<file path="src/rtl/ecall_io_ctrl_pkg.sv">
`default_nettype none
// ============================================================================
//  Module   : ecall_io_ctrl_pkg
//  Brief    : Shared state encoding and ECALL service numbers.
//  Revision : 1.0
// ============================================================================
package ecall_io_ctrl_pkg;

    typedef enum logic [2:0] {
        ST_BOOT_SEL = 3'd0,
        ST_RUN      = 3'd1,
        ST_OUT_WAIT = 3'd2,
        ST_IN_WAIT  = 3'd3,
        ST_RELEASE  = 3'd4,
        ST_HALT     = 3'd5
    } state_t;

    localparam logic [31:0] SVC_PRINT_INT = 32'd1;
    localparam logic [31:0] SVC_READ_INT  = 32'd5;
    localparam logic [31:0] SVC_EXIT      = 32'd10;

endpackage
`default_nettype wire

</file>
<file path="src/rtl/ecall_io_ctrl_if.sv">
`default_nettype none
// ============================================================================
//  Module   : ecall_io_ctrl_if
//  Brief    : Core-side bundle between decoder/regfile and the ECALL controller.
//  Revision : 1.0
// ============================================================================
interface ecall_io_ctrl_if;
    logic        ecall;
    logic [31:0] svc;
    logic [31:0] a0_in;
    logic        stall;
    logic        test_start;
    logic [2:0]  test_id;
    logic        a0_we;
    logic [31:0] a0_wdata;

    modport master (
        output ecall, svc, a0_in,
        input  stall, test_start, test_id, a0_we, a0_wdata
    );

    modport slave (
        input  ecall, svc, a0_in,
        output stall, test_start, test_id, a0_we, a0_wdata
    );
endinterface
`default_nettype wire

</file>
<file path="src/rtl/ecall_io_ctrl_btn_debounce.sv">
`default_nettype none
// ============================================================================
//  Module   : btn_debounce
//  Brief    : 2-FF synchronizer, stability counter and rising-edge press pulse.
//  Revision : 1.0
// ============================================================================
module btn_debounce #(
    parameter int DEBOUNCE_CYCLES = 460000,
    parameter int CNT_W           = 19
) (
    input  wire logic clk,
    input  wire logic reset,
    input  wire logic i_btn,
    output logic      o_press
);

    localparam logic [CNT_W-1:0] c_cnt_max = CNT_W'(DEBOUNCE_CYCLES - 1);

    logic             r_sync1;
    logic             r_sync2;
    logic             r_stable;
    logic             r_press;
    logic [CNT_W-1:0] r_cnt;

    // The counter only runs while the synchronized level disagrees with the
    // stable level, so any bounce back restarts the qualification window.
    always_ff @(posedge clk or negedge reset) begin
        if (!reset) begin
            r_sync1  <= 1'b0;
            r_sync2  <= 1'b0;
            r_stable <= 1'b0;
            r_press  <= 1'b0;
            r_cnt    <= '0;
        end else begin
            r_sync1 <= i_btn;
            r_sync2 <= r_sync1;
            r_press <= 1'b0;
            if (r_sync2 == r_stable) begin
                r_cnt <= '0;
            end else if (r_cnt == c_cnt_max) begin
                r_stable <= r_sync2;
                r_press  <= r_sync2;
                r_cnt    <= '0;
            end else begin
                r_cnt <= r_cnt + 1'b1;
            end
        end
    end

    assign o_press = r_press;

endmodule
`default_nettype wire

</file>
<file path="src/rtl/ecall_io_ctrl.sv">
`default_nettype none
// ============================================================================
//  Module   : ecall_io_ctrl
//  Brief    : Sequences ECALL services and test selection against board I/O.
//  Revision : 1.0
// ============================================================================
module ecall_io_ctrl #(
    parameter int DEBOUNCE_CYCLES = 460000,
    parameter int CNT_W           = 19
) (
    input  wire logic        clk,
    input  wire logic        reset,
    ecall_io_ctrl_if.slave   core,
    input  wire logic [7:0]  sw_in,
    input  wire logic [2:0]  test_sel,
    input  wire logic        confirm_btn,
    output logic      [31:0] disp_value,
    output logic             disp_en,
    output logic             led_need_test,
    output logic             led_need_in,
    output logic             led_halt
);
    import ecall_io_ctrl_pkg::*;

    state_t      r_state;
    logic        r_test_start;
    logic [2:0]  r_test_id;
    logic        r_a0_we;
    logic [31:0] r_a0_wdata;
    logic [31:0] r_disp_value;
    logic        r_disp_en;
    logic        r_led_need_test;
    logic        r_led_need_in;
    logic        r_led_halt;
    logic        w_press;
    logic        w_stall;

    btn_debounce #(
        .DEBOUNCE_CYCLES (DEBOUNCE_CYCLES),
        .CNT_W           (CNT_W)
    ) u_btn_debounce (
        .clk     (clk),
        .reset   (reset),
        .i_btn   (confirm_btn),
        .o_press (w_press)
    );

    // RELEASE is the only state that lets the PC advance after a service;
    // in RUN the stall must follow ecall in the same cycle.
    always_comb begin
        w_stall = 1'b1;
        case (r_state)
            ST_RUN:     w_stall = core.ecall;
            ST_RELEASE: w_stall = 1'b0;
            default:    w_stall = 1'b1;
        endcase
    end

    always_ff @(posedge clk or negedge reset) begin
        if (!reset) begin
            r_state         <= ST_BOOT_SEL;
            r_test_start    <= 1'b0;
            r_test_id       <= 3'd0;
            r_a0_we         <= 1'b0;
            r_a0_wdata      <= 32'd0;
            r_disp_value    <= 32'd0;
            r_disp_en       <= 1'b0;
            r_led_need_test <= 1'b1;
            r_led_need_in   <= 1'b0;
            r_led_halt      <= 1'b0;
        end else begin
            r_test_start <= 1'b0;
            r_a0_we      <= 1'b0;
            case (r_state)
                ST_BOOT_SEL: begin
                    if (w_press) begin
                        r_test_id       <= test_sel;
                        r_test_start    <= 1'b1;
                        r_led_need_test <= 1'b0;
                        r_state         <= ST_RUN;
                    end
                end
                ST_RUN: begin
                    if (core.ecall) begin
                        case (core.svc)
                            SVC_PRINT_INT: begin
                                r_disp_value <= core.a0_in;
                                r_disp_en    <= 1'b1;
                                r_state      <= ST_OUT_WAIT;
                            end
                            SVC_READ_INT: begin
                                r_led_need_in <= 1'b1;
                                r_state       <= ST_IN_WAIT;
                            end
                            SVC_EXIT: begin
                                r_led_halt <= 1'b1;
                                r_state    <= ST_HALT;
                            end
                            default: r_state <= ST_RELEASE;
                        endcase
                    end
                end
                ST_OUT_WAIT: begin
                    if (w_press) begin
                        r_state <= ST_RELEASE;
                    end
                end
                ST_IN_WAIT: begin
                    if (w_press) begin
                        r_a0_we       <= 1'b1;
                        r_a0_wdata    <= {24'h0, sw_in};
                        r_led_need_in <= 1'b0;
                        r_state       <= ST_RELEASE;
                    end
                end
                ST_RELEASE: r_state <= ST_RUN;
                ST_HALT:    r_state <= ST_HALT;
                default: begin
                    r_led_need_test <= 1'b1;
                    r_led_need_in   <= 1'b0;
                    r_led_halt      <= 1'b0;
                    r_state         <= ST_BOOT_SEL;
                end
            endcase
        end
    end

    assign core.stall      = w_stall;
    assign core.test_start = r_test_start;
    assign core.test_id    = r_test_id;
    assign core.a0_we      = r_a0_we;
    assign core.a0_wdata   = r_a0_wdata;
    assign disp_value      = r_disp_value;
    assign disp_en         = r_disp_en;
    assign led_need_test   = r_led_need_test;
    assign led_need_in     = r_led_need_in;
    assign led_halt        = r_led_halt;

endmodule
`default_nettype wire
</file>
<file path="src/flat_wrapper.sv">
// flat-port wrapper written by rule: the top's interface ports become plain ports
module ecall_io_ctrl_flat import ecall_io_ctrl_pkg::*;
#(
    parameter int DEBOUNCE_CYCLES = 460000,
    parameter int CNT_W           = 19
)
  (clk, reset, sw_in, test_sel, confirm_btn, disp_value, disp_en, led_need_test, led_need_in, led_halt, core_ecall, core_svc, core_a0_in, core_stall, core_test_start, core_test_id, core_a0_we, core_a0_wdata);
  ecall_io_ctrl_if core_i ();
  input  wire logic clk;
  input  wire logic reset;
  input  wire logic [7:0] sw_in;
  input  wire logic [2:0] test_sel;
  input  wire logic confirm_btn;
  output logic      [31:0] disp_value;
  output logic disp_en;
  output logic led_need_test;
  output logic led_need_in;
  output logic led_halt;
  input wire logic [$bits(core_i.ecall)-1:0] core_ecall;
  input wire logic [$bits(core_i.svc)-1:0] core_svc;
  input wire logic [$bits(core_i.a0_in)-1:0] core_a0_in;
  output wire logic [$bits(core_i.stall)-1:0] core_stall;
  output wire logic [$bits(core_i.test_start)-1:0] core_test_start;
  output wire logic [$bits(core_i.test_id)-1:0] core_test_id;
  output wire logic [$bits(core_i.a0_we)-1:0] core_a0_we;
  output wire logic [$bits(core_i.a0_wdata)-1:0] core_a0_wdata;
  assign core_i.ecall = core_ecall;
  assign core_i.svc = core_svc;
  assign core_i.a0_in = core_a0_in;
  assign core_stall = core_i.stall;
  assign core_test_start = core_i.test_start;
  assign core_test_id = core_i.test_id;
  assign core_a0_we = core_i.a0_we;
  assign core_a0_wdata = core_i.a0_wdata;
  ecall_io_ctrl #(.DEBOUNCE_CYCLES(DEBOUNCE_CYCLES), .CNT_W(CNT_W)) u_core (.clk(clk), .reset(reset), .core(core_i), .sw_in(sw_in), .test_sel(test_sel), .confirm_btn(confirm_btn), .disp_value(disp_value), .disp_en(disp_en), .led_need_test(led_need_test), .led_need_in(led_need_in), .led_halt(led_halt));
endmodule
</file>
<file path="config.mk">
export PLATFORM = sky130hd
export DESIGN_NAME = ecall_io_ctrl_flat
export DESIGN_NICKNAME = d
export VERILOG_FILES = /design/src/rtl/ecall_io_ctrl_pkg.sv /design/src/rtl/ecall_io_ctrl_if.sv /design/src/rtl/ecall_io_ctrl_btn_debounce.sv /design/src/rtl/ecall_io_ctrl.sv /design/src/flat_wrapper.sv
export SDC_FILE = /design/constraint.sdc
export NUM_CORES = 1
export LEC_CHECK = 0
export CORE_UTILIZATION = 38
export CTS_CLUSTER_DIAMETER = 200
export DETAILED_ROUTE_END_ITERATION = 7
export MAX_ROUTING_LAYER = met4
export PLACE_DENSITY = 0.85
export RECOVER_POWER = 25
export SLEW_MARGIN = 10
export SYNTH_ARGS = -nofsm -noshare
export SYNTH_HDL_FRONTEND = slang
export SYNTH_SLANG_ARGS = --single-unit
</file>
<file path="constraint.sdc">
create_clock -name clk -period 2.1 [get_ports clk]
set_input_delay 0.21 -clock clk [delete_from_list [all_inputs] [get_ports clk]]
set_output_delay 0.21 -clock clk [all_outputs]
set_load 0.02 [all_outputs]
</file>
# --- Word level (Yosys, flattened, before mapping) ---
# Cells that the tools add are included.
word_totals:
  regBits: 75
  in_bits: 79
  out_inout_bits: 74
  elab_cells: 70
op_classes:
  n_addsub: 1
  eq_ne: 16
  mux: 21
  bitwise: 4
  reduce_logical: 13
ops:
  columns: ["op", "count"]
  rows:
  - ["two-way mux 19 bit", 2]
  - ["== test 32 x 1 -> 1 bit, second input constant", 1]
  - ["== test 32 x 3 -> 1 bit, second input constant", 1]
  - ["== test 32 x 4 -> 1 bit, second input constant", 1]
  - ["adder 19 x 1 -> 19 bit, second input constant", 1]
  - ["== test 19 bit, second input constant", 1]
  - ["case mux 3 bit (5 select lines)", 1]
  - ["two-way mux 1 bit", 10]
  - ["OR reduction 5 bit", 2]
  - ["two-way mux 3 bit", 3]
  - ["case mux 3 bit (3 select lines)", 1]
  - ["AND reduction 3 bit", 3]
  - ["AND reduction 2 bit", 4]
  - ["== test 3 x 2 -> 1 bit, second input constant", 2]
  - ["== test 3 bit, second input constant", 2]
  - ["!= test 2 x 1 -> 1 bit, second input constant", 3]
  - ["!= test 2 bit, second input constant", 3]
  - ["case mux 1 bit (2 select lines)", 3]
  - ["NOT 1 bit", 4]
  - ["AND reduction 4 bit", 1]
  - ["OR reduction 4 bit", 1]
  - ["== test 3 x 1 -> 1 bit, second input constant", 1]
  - ["logical NOT 3 bit", 1]
  - ["case mux 1 bit (3 select lines)", 1]
  - ["2 further kinds", 2]

# --- Logic depth before layout (Yosys ltp) ---
# Gate-level depths: netlist of the first run.
logic_depth:
  word_depth: 4
  mapped_depth: 6
  depth_no_buf: 5

# --- Cells and area by module ---
# From an unflattened synthesis of the first run, not the netlist that was laid out.
unflattened:
  hier_cells: 296
  hier_area_um2: 3583.4
by_module_without_submodules:
  columns: ["module", "instances", "cells_each", "area_per_inst_um2", "seq_area_each_um2"]
  rows:
  - ["ecall_io_ctrl", 1, 192, 2482.4, 1302.5]
  - ["btn_debounce", 1, 104, 1101.1, 575.6]

# --- Worst setup path after synthesis of the first run ---
# OpenSTA, ideal clock, no wires.
synth_path:
  path_type: "reg2reg"
  from: "reg u_core.u_btn_debounce.r_cnt[0]"
  to: "reg u_core.u_btn_debounce.r_cnt[18]"
  setup_time_ns: 0.078
  arrival_ns: 1.889
  t_required_ns: 2.022
  setup_slack_ns: 0.134
  stages_incl_launch_ff: 6
  path_buffers: 0
  period_less_slack_ns: 1.966
  path_cell_list: "dfrtp_1 > ha_1 > nand4_4 > or4_4 > or4_1 > a21oi_1"
synth_via:
  elab_chain_len: 3
  word_cells_on_any_way: 4
  cone_classes: "add/sub (1); eq/ne (1); mux (2)"
synth_rtl:
  columns: ["element", "line", "source"]
  rows:
  - ["from (decl)", "ecall_io_ctrl_btn_debounce.sv:23", "logic [CNT_W-1:0] r_cnt;"]
  - ["from (signal assigned)", "ecall_io_ctrl_btn_debounce.sv:45", "r_cnt <= r_cnt + 1'b1;"]
  - ["adder 19 x 1 -> 19 bit or == test 19 bit (tied branches)", "ecall_io_ctrl_btn_debounce.sv:45, ecall_io_ctrl_btn_debounce.sv:40", null]
  - ["two-way mux 19 bit *", "ecall_io_ctrl_btn_debounce.sv:40", "end else if (r_cnt == c_cnt_max) begin"]
  - ["two-way mux 19 bit *", "ecall_io_ctrl_btn_debounce.sv:38", "if (r_sync2 == r_stable) begin"]
# Mark *: on every way between the ends. The rest lies on a longest branch, timed or not.
# A chain may end at the register's enable or synchronous reset.

# --- Final worst setup path of the first run ---
layout_path:
  from: "reg u_core.u_btn_debounce.r_cnt[13]"
  to: "reg u_core.u_btn_debounce.r_stable"
layout_via:
  elab_chain_len: 2
layout_rtl:
  columns: ["element", "line", "source"]
  rows:
  - ["== test 19 bit", "ecall_io_ctrl_btn_debounce.sv:40", null]
  - ["AND reduction 2 bit (no source line)", null, null]
  - ["to (signal assigned)", "ecall_io_ctrl_btn_debounce.sv:41", "r_stable <= r_sync2;"]
  - ["to (decl)", "ecall_io_ctrl_btn_debounce.sv:21", "logic r_stable;"]
# Every way passes these cells.

==> out/results.txt, run 1 <==
Share of the synthesized area in the top cell type: 0.545
CP Capture Type: flop
Count of cell types in the netlist: 44
Tightest Pin Transition: 0.939 ns
Worst path cell trace: or4_1 -> or4_1 -> nor2_1 -> mux2_2
Gr ovfl total: 0
Via count: 2593
RSZ-0062 raised after global routing: false
Total GRT Usage: 0.165
Core ar.: 8680 um^2
Total CTS buffers: 9
Initial antenna violation count: 0
DRC violations left: 0
CP dominant cell by count: or4_1
# setup viols final: 0
Initial core utilization: 0.392
Worst path bufs/invs: 0
Clock transition at the registers of the reported paths: 0.07 ns
Vias per cell: 4.89
Seq/Total Area, Yosys: 0.553
Placed Cells: 513
Final Max Slew Viols: 0
Top cell type by total area after synthesis: dfrtp_1
Layout Skew: 0.00737 ns
1st-pass router iterations: 4
Hold Crit Class: reg -> reg
Setup WS pre-CTS: -0.181 ns
Synth warnings: 0
Area delta synth->final: 46.0%
I/O pin total: 153
Fin cells: 530
Slowest cell on crit path: or4_1
CTS root buf: clkbuf_8
CP Launch Type: flop
Clock buffer depth: 2
CTS tree: done
Synth top area cells: dfrtp_1 54%, mux2_2 15%, buf_4 5.3%
Worst EP arrival: 2.22 ns
Number of buffers inserted by port buffering: 128
Pin count of the biggest net entering global routing: 40
Critical Path RT: 2.33 ns
Normalized max-slew margin: 0.374
Vias in the first global route: 2609
CP Max Fanout: 2
F_max: 501 MHz
Width of the die: 96.6 um
Drt wl/cell: 13.3 um
Synthesized area: 3400 um^2
Detail Route Antenna Nets: 0
LEAKAGE: 2.16 nW
Top_reg_cell synth: dfrtp_1
Post-synth EDFFs: 0
Post-Syn Instances: 274
First-pass GRT wire length: 11.5 mm
Core Util, Final: 0.572
Final period util: 0.950
Power density cells: 540 nW/um^2
Yosys reg bits: 75
Tmin final: 1.99 ns
Die area: 9320 um^2
Outcome: completed
Critical path class: reg -> reg
H-tree Lvls: 3
Crit path largest cell delay: 0.50 ns
Final Worst Setup Slack: 0.106 ns
Post-DP HPWL: 5.40 mm
Clk sinks: 75
Final hold viol count: 0
Max IR drop VDD: 0.275 mV
Max_cap viols: 0
WL final: 7.06 mm
Clock Latency Late Sink: 0.34 ns
Min Hold Slack: 0.357 ns
Syn avg cell area: 12.4 um^2
Row count: 34
Layout cell share with drive strength beyond 1: 0.197
Final Wtd Congestion: 0.784
Post-CTS setup buffers: 0
Antenna Cells: 0
Delay-heaviest family, CP: simple AND/OR/NAND/NOR gates
DRT iter0 DRCs: 100
Die height: 96.6 um
Final nets: 497
Synth async-reset ratio: 1.00
-- cells in the final DEF, fill, tap and decap left out, types with 2 or more instances in the layout --
cell type | netlist | layout
clkdlybuf4s50_1 | 0 | 126
dfrtp_1 | 74 | 74
mux2_2 | 44 | 44
conb_1 | 1 | 24
nor2_1 | 18 | 18
nand2_1 | 10 | 10
nor4_1 | 10 | 10
clkbuf_8 | 0 | 9
buf_4 | 24 | 9
a21oi_1 | 8 | 8
inv_1 | 7 | 7
xnor2_1 | 7 | 7
nand3_1 | 6 | 6
o21ai_0 | 6 | 6
or4_1 | 5 | 5
xor2_1 | 5 | 5
nor3b_1 | 4 | 4
nand4_1 | 4 | 4
o31ai_1 | 4 | 4
or3_1 | 3 | 3
clkinv_2 | 0 | 3
nor2b_1 | 2 | 2
or2_2 | 2 | 2
nand4bb_1 | 2 | 2
a32o_1 | 2 | 2
clkbuf_1 | 3 | 2
clkinvlp_4 | 0 | 2
dlygate4sd3_1 | 0 | 2
buf_12 | 0 | 2
-- registers in the layout, indices dropped and copies added (netlist names) --
signal,cells
u_core.core.a0_wdata,8
u_core.core.a0_we,1
u_core.core.test_id,3
u_core.core.test_start,1
u_core.disp_en,1
u_core.disp_value,32
u_core.led_halt,1
u_core.led_need_in,1
u_core.led_need_test,1
u_core.r_state,3
u_core.u_btn_debounce.o_press,1
u_core.u_btn_debounce.r_cnt,19
u_core.u_btn_debounce.r_stable,1
u_core.u_btn_debounce.r_sync1,1
u_core.u_btn_debounce.r_sync2,1
-- worst paths after layout --
path	cells after the start	slack, ns	end	start
hold / removal	0	0.36	u_core.u_btn_debounce.r_sync2$_DFF_PN0_	u_core.u_btn_debounce.r_sync1$_DFF_PN0_
min in group asynchronous	2	0.54	u_core.u_btn_debounce.r_cnt[1]$_DFF_PN0_	reset
setup / recovery	4	0.11	u_core.u_btn_debounce.r_stable$_DFFE_PN0P_	u_core.u_btn_debounce.r_cnt[13]$_DFF_PN0_
hold reg to reg	0	0.36	u_core.u_btn_debounce.r_sync2$_DFF_PN0_	u_core.u_btn_debounce.r_sync1$_DFF_PN0_
setup reg to reg	4	0.11	u_core.u_btn_debounce.r_stable$_DFFE_PN0P_	u_core.u_btn_debounce.r_cnt[13]$_DFF_PN0_
max in group asynchronous	3	0.45	u_core.core.a0_we$_DFF_PN0_	reset
-- final cells by class --
cell class | instances | area [um^2]
Inverter | 7 | 26.3
Multi-Input combinational cell | 183 | 1360
Timing Repair Buffer | 141 | 1400
Tap cell | 108 | 135
Clock buffer | 11 | 131
Sequential cell | 75 | 1880
Clock inverter | 5 | 30.0
Fill cell | 748 | 3720
-- layer usage --
metal,vias up,global-route usage,wire length (um)
met2,102,0.275,3510
met3,8,0.0524,539
met5,-,-,0
li1,1222,-,-
met4,0,0.0417,50
met1,1261,0.193,2960
-- synthesized netlist by cell type, types with 2 or more instances --
| master | instances |
|---|---|
| clkbuf_1 | 3 |
| buf_2 | 3 |
| nand4_1 | 4 |
| nor4_1 | 10 |
| nand2_1 | 10 |
| nor2_1 | 18 |
| mux2_2 | 44 |
| o31ai_1 | 4 |
| inv_1 | 7 |
| nor2b_1 | 2 |
| o21ai_0 | 6 |
| xor2_1 | 5 |
| or3_1 | 3 |
| nand4bb_1 | 2 |
| or4_1 | 5 |
| dfrtp_1 | 74 |
| buf_4 | 24 |
| nand3_1 | 6 |
| a21oi_1 | 8 |
| or2_2 | 2 |
| nor3b_1 | 4 |
| xnor2_1 | 7 |
| a32o_1 | 2 |
-- timing repair --
action                                  CTS  global route
endpoints found under the setup margin    0             1
endpoints found under the hold margin    37             0
resized for setup                         0             1
hold buffers                              1             0
-- power breakdown --
part | leakage, nW | internal [mW] | switching (mW)
registers | 1.01 | 1.46 | 0.0111
clock network | 0.0791 | 0.423 | 0.510
logic | 1.08 | 0.160 | 0.116
-- through the flow --
stage / instance area (um^2) / setup TNS, ns / total power, mW
floorplan: 3480 / 0 / 1.61
global placement: 4800 / -4.79 / 1.77
detailed placement: 4800 / -5.45 / 1.78
CTS: 4970 / 0 / 2.72
global route: 4960 / 0 / 2.81
finish: 4960 / 0 / 2.68
-- kinds of logic after synthesis --
kind of cell,Yosys count,share of synthesized area
DFF,75,0.553
AOI/OAI and AO/OA,25,0.0501
xor gates and xnor gates,12,0.0309
muxes,44,0.146
other,1,0.00110
buffers and inverters,39,0.0733
and+or+nand+nor,77,0.142
adders and majority gates,1,0.00368
(Power assumes the default switching activity.)
==> run 2, diff against run 1 <==
--- a/config.mk
+++ b/config.mk
@@ -5,6 +5,7 @@
 export SDC_FILE = /design/constraint.sdc
 export NUM_CORES = 1
 export LEC_CHECK = 0
+export CORE_MARGIN = 4
 export CORE_UTILIZATION = 38
 export CTS_CLUSTER_DIAMETER = 200
 export DETAILED_ROUTE_END_ITERATION = 7
==> run 2 against run 1 <==
  * Sequential share of layout area shrank 0.58 points
  * Worst hold slack gained 0.0029 ns
  * Critical path depth grew 1
  * Clock power grew 29%
  * Critical endpoint is now u_core.u_btn_debounce.r_cnt[18]$_DFF_PN0_
==> out/results.txt, run 2 (synthesis results as in run 1) <==
Outcome: completed
Final hold viol count: 0
First-pass GRT wire length: 12.7 mm
Worst EP arrival: 2.28 ns
Number of buffers inserted by port buffering: 128
Post-DP HPWL: 6.21 mm
Fin area: 5040 um^2
Clock transition at the registers of the reported paths: 0.07 ns
Detail Route Antenna Nets: 0
Core ar.: 8720 um^2
Area delta synth->final: 48.3%
1st-pass router iterations: 4
Multi-input gate area: 1360 um^2
LEAKAGE: 2.20 nW
Post-DP Area: 4820 um^2
Layout Skew: 0.00903 ns
CTS root buf: clkbuf_8
DRC violations left: 0
Final period util: 0.962
Clock Latency Late Sink: 0.33 ns
Max IR drop VDD: 0.454 mV
F_max: 495 MHz
Layout cell share with drive strength beyond 1: 0.205
Vias in the first global route: 2633
H-tree Lvls: 3
I/O pin total: 153
WL final: 7.99 mm
Initial core utilization: 0.390
Max_cap viols: 0
Critical path class: reg -> reg
Tmin final: 2.02 ns
Clk sinks: 75
Die height: 103 um
Register area: 1880 um^2
DRT iter0 DRCs: 88
Antenna Cells: 0
Gr ovfl total: 0
RSZ-0062 raised after global routing: false
Die area: 10500 um^2
Total GRT Usage: 0.159
Clock buffer depth: 2
Via count: 2571
Final Wtd Congestion: 0.812
Critical Path RT: 2.36 ns
Drt wl/cell: 15.0 um
Number of fill cells: 734
Total CTS buffers: 9
# setup viols final: 0
Commonest cells after routing, fill and taps aside: 126 x clkdlybuf4s50_1, 74 x dfrtp_1, 44 x mux2_2, 24 x conb_1, 18 x nor2_1
CP Max Fanout: 6
Final Max Slew Viols: 0
CP Capture Type: flop
Pin count of the biggest net entering global routing: 41
Setup_tns: 0 ns
Vias per cell: 4.82
Most common cell after layout, fill and taps aside: clkdlybuf4s50_1
Hold Crit Class: reg -> reg
Final nets: 500
CTS tree: done
CP Launch Type: flop
Pwr Total: 2.95 mW
Max FFs per register: 32
Row count: 34
Initial antenna violation count: 0
Power density cells: 586 nW/um^2
Width of the die: 103 um
Min Hold Slack: 0.360 ns
Normalized max-slew margin: 0.387
Tightest Pin Transition: 0.919 ns
[run 2: cell count changes in the layout (fill, tap and decap cells not counted), sizes merged]
cell	before	now
buf	11	14
inv	7	8
bufinv	0	2
clkinv	3	1
clkbuf	13	12
[run 2: final timing paths]
| kind | cells past startpoint | slack, ns | startpoint | end |
|---|---|---|---|---|
| max | 5 | 0.08 | u_core.u_btn_debounce.r_cnt[0]$_DFF_PN0_ | u_core.u_btn_debounce.r_cnt[18]$_DFF_PN0_ |
| min | 0 | 0.36 | u_core.u_btn_debounce.r_sync1$_DFF_PN0_ | u_core.u_btn_debounce.r_sync2$_DFF_PN0_ |
| max reg2reg | 5 | 0.08 | u_core.u_btn_debounce.r_cnt[0]$_DFF_PN0_ | u_core.u_btn_debounce.r_cnt[18]$_DFF_PN0_ |
| min reg2reg | 0 | 0.36 | u_core.u_btn_debounce.r_sync1$_DFF_PN0_ | u_core.u_btn_debounce.r_sync2$_DFF_PN0_ |
| max in group asynchronous | 3 | 0.41 | reset | u_core.core.a0_wdata[6]$_DFFE_PN0P_ |
| min in group asynchronous | 2 | 0.54 | reset | u_core.u_btn_debounce.r_cnt[8]$_DFF_PN0_ |
[run 2: stage by stage]
step	worst slack (ns)	std cells	utilization
after floorplan	0.134	297	-
after detailed placement	-0.297	515	0.553
after global placement	-0.190	515	0.553
after global routing	0.0130	533	0.578
final	0.0788	533	0.578
after CTS	0.0307	532	0.578
[run 2: worst max-delay path, cell delays in order (launching register included)]
cell,delay [ns]
dfrtp_1,0.41
ha_2,0.26
nand4_4,0.12
or4_4,0.59
or4_1,0.42
a21oi_1,0.15
[run 2: power breakdown]
group          internal, mW  total, mW  switching (mW)
Clock                 0.672       1.20           0.529
Combinational         0.163      0.283           0.120
Sequential             1.46       1.47          0.0113
[run 2: cell type report]
type                    instances  share of cell area
repair buffers                144               0.283
inverters                       7             0.00521
flip-flops and latches         75               0.373
multi-input cells             183               0.270
clock buffers                  10              0.0253
well taps                     108              0.0268
clock inverters                 6              0.0176
[run 2: what timing repair did]
| item | CTS | global route |
|---|---|---|
| resized for setup | 0 | 1 |
| hold buffers | 1 | 0 |
| endpoints found under the setup margin | 0 | 33 |
| buffers inserted | 0 | 1 |
| hold endpoints to repair | 34 | 0 |
[run 2: routing by layer]
metal  track usage  vias to the layer above  part of all wire
met3        0.0325                       13             0.057
li1              -                     1221                 -
met1         0.182                     1246              0.40
met4        0.0515                        0             0.014
met5             -                        -                 0
met2         0.277                       91              0.53
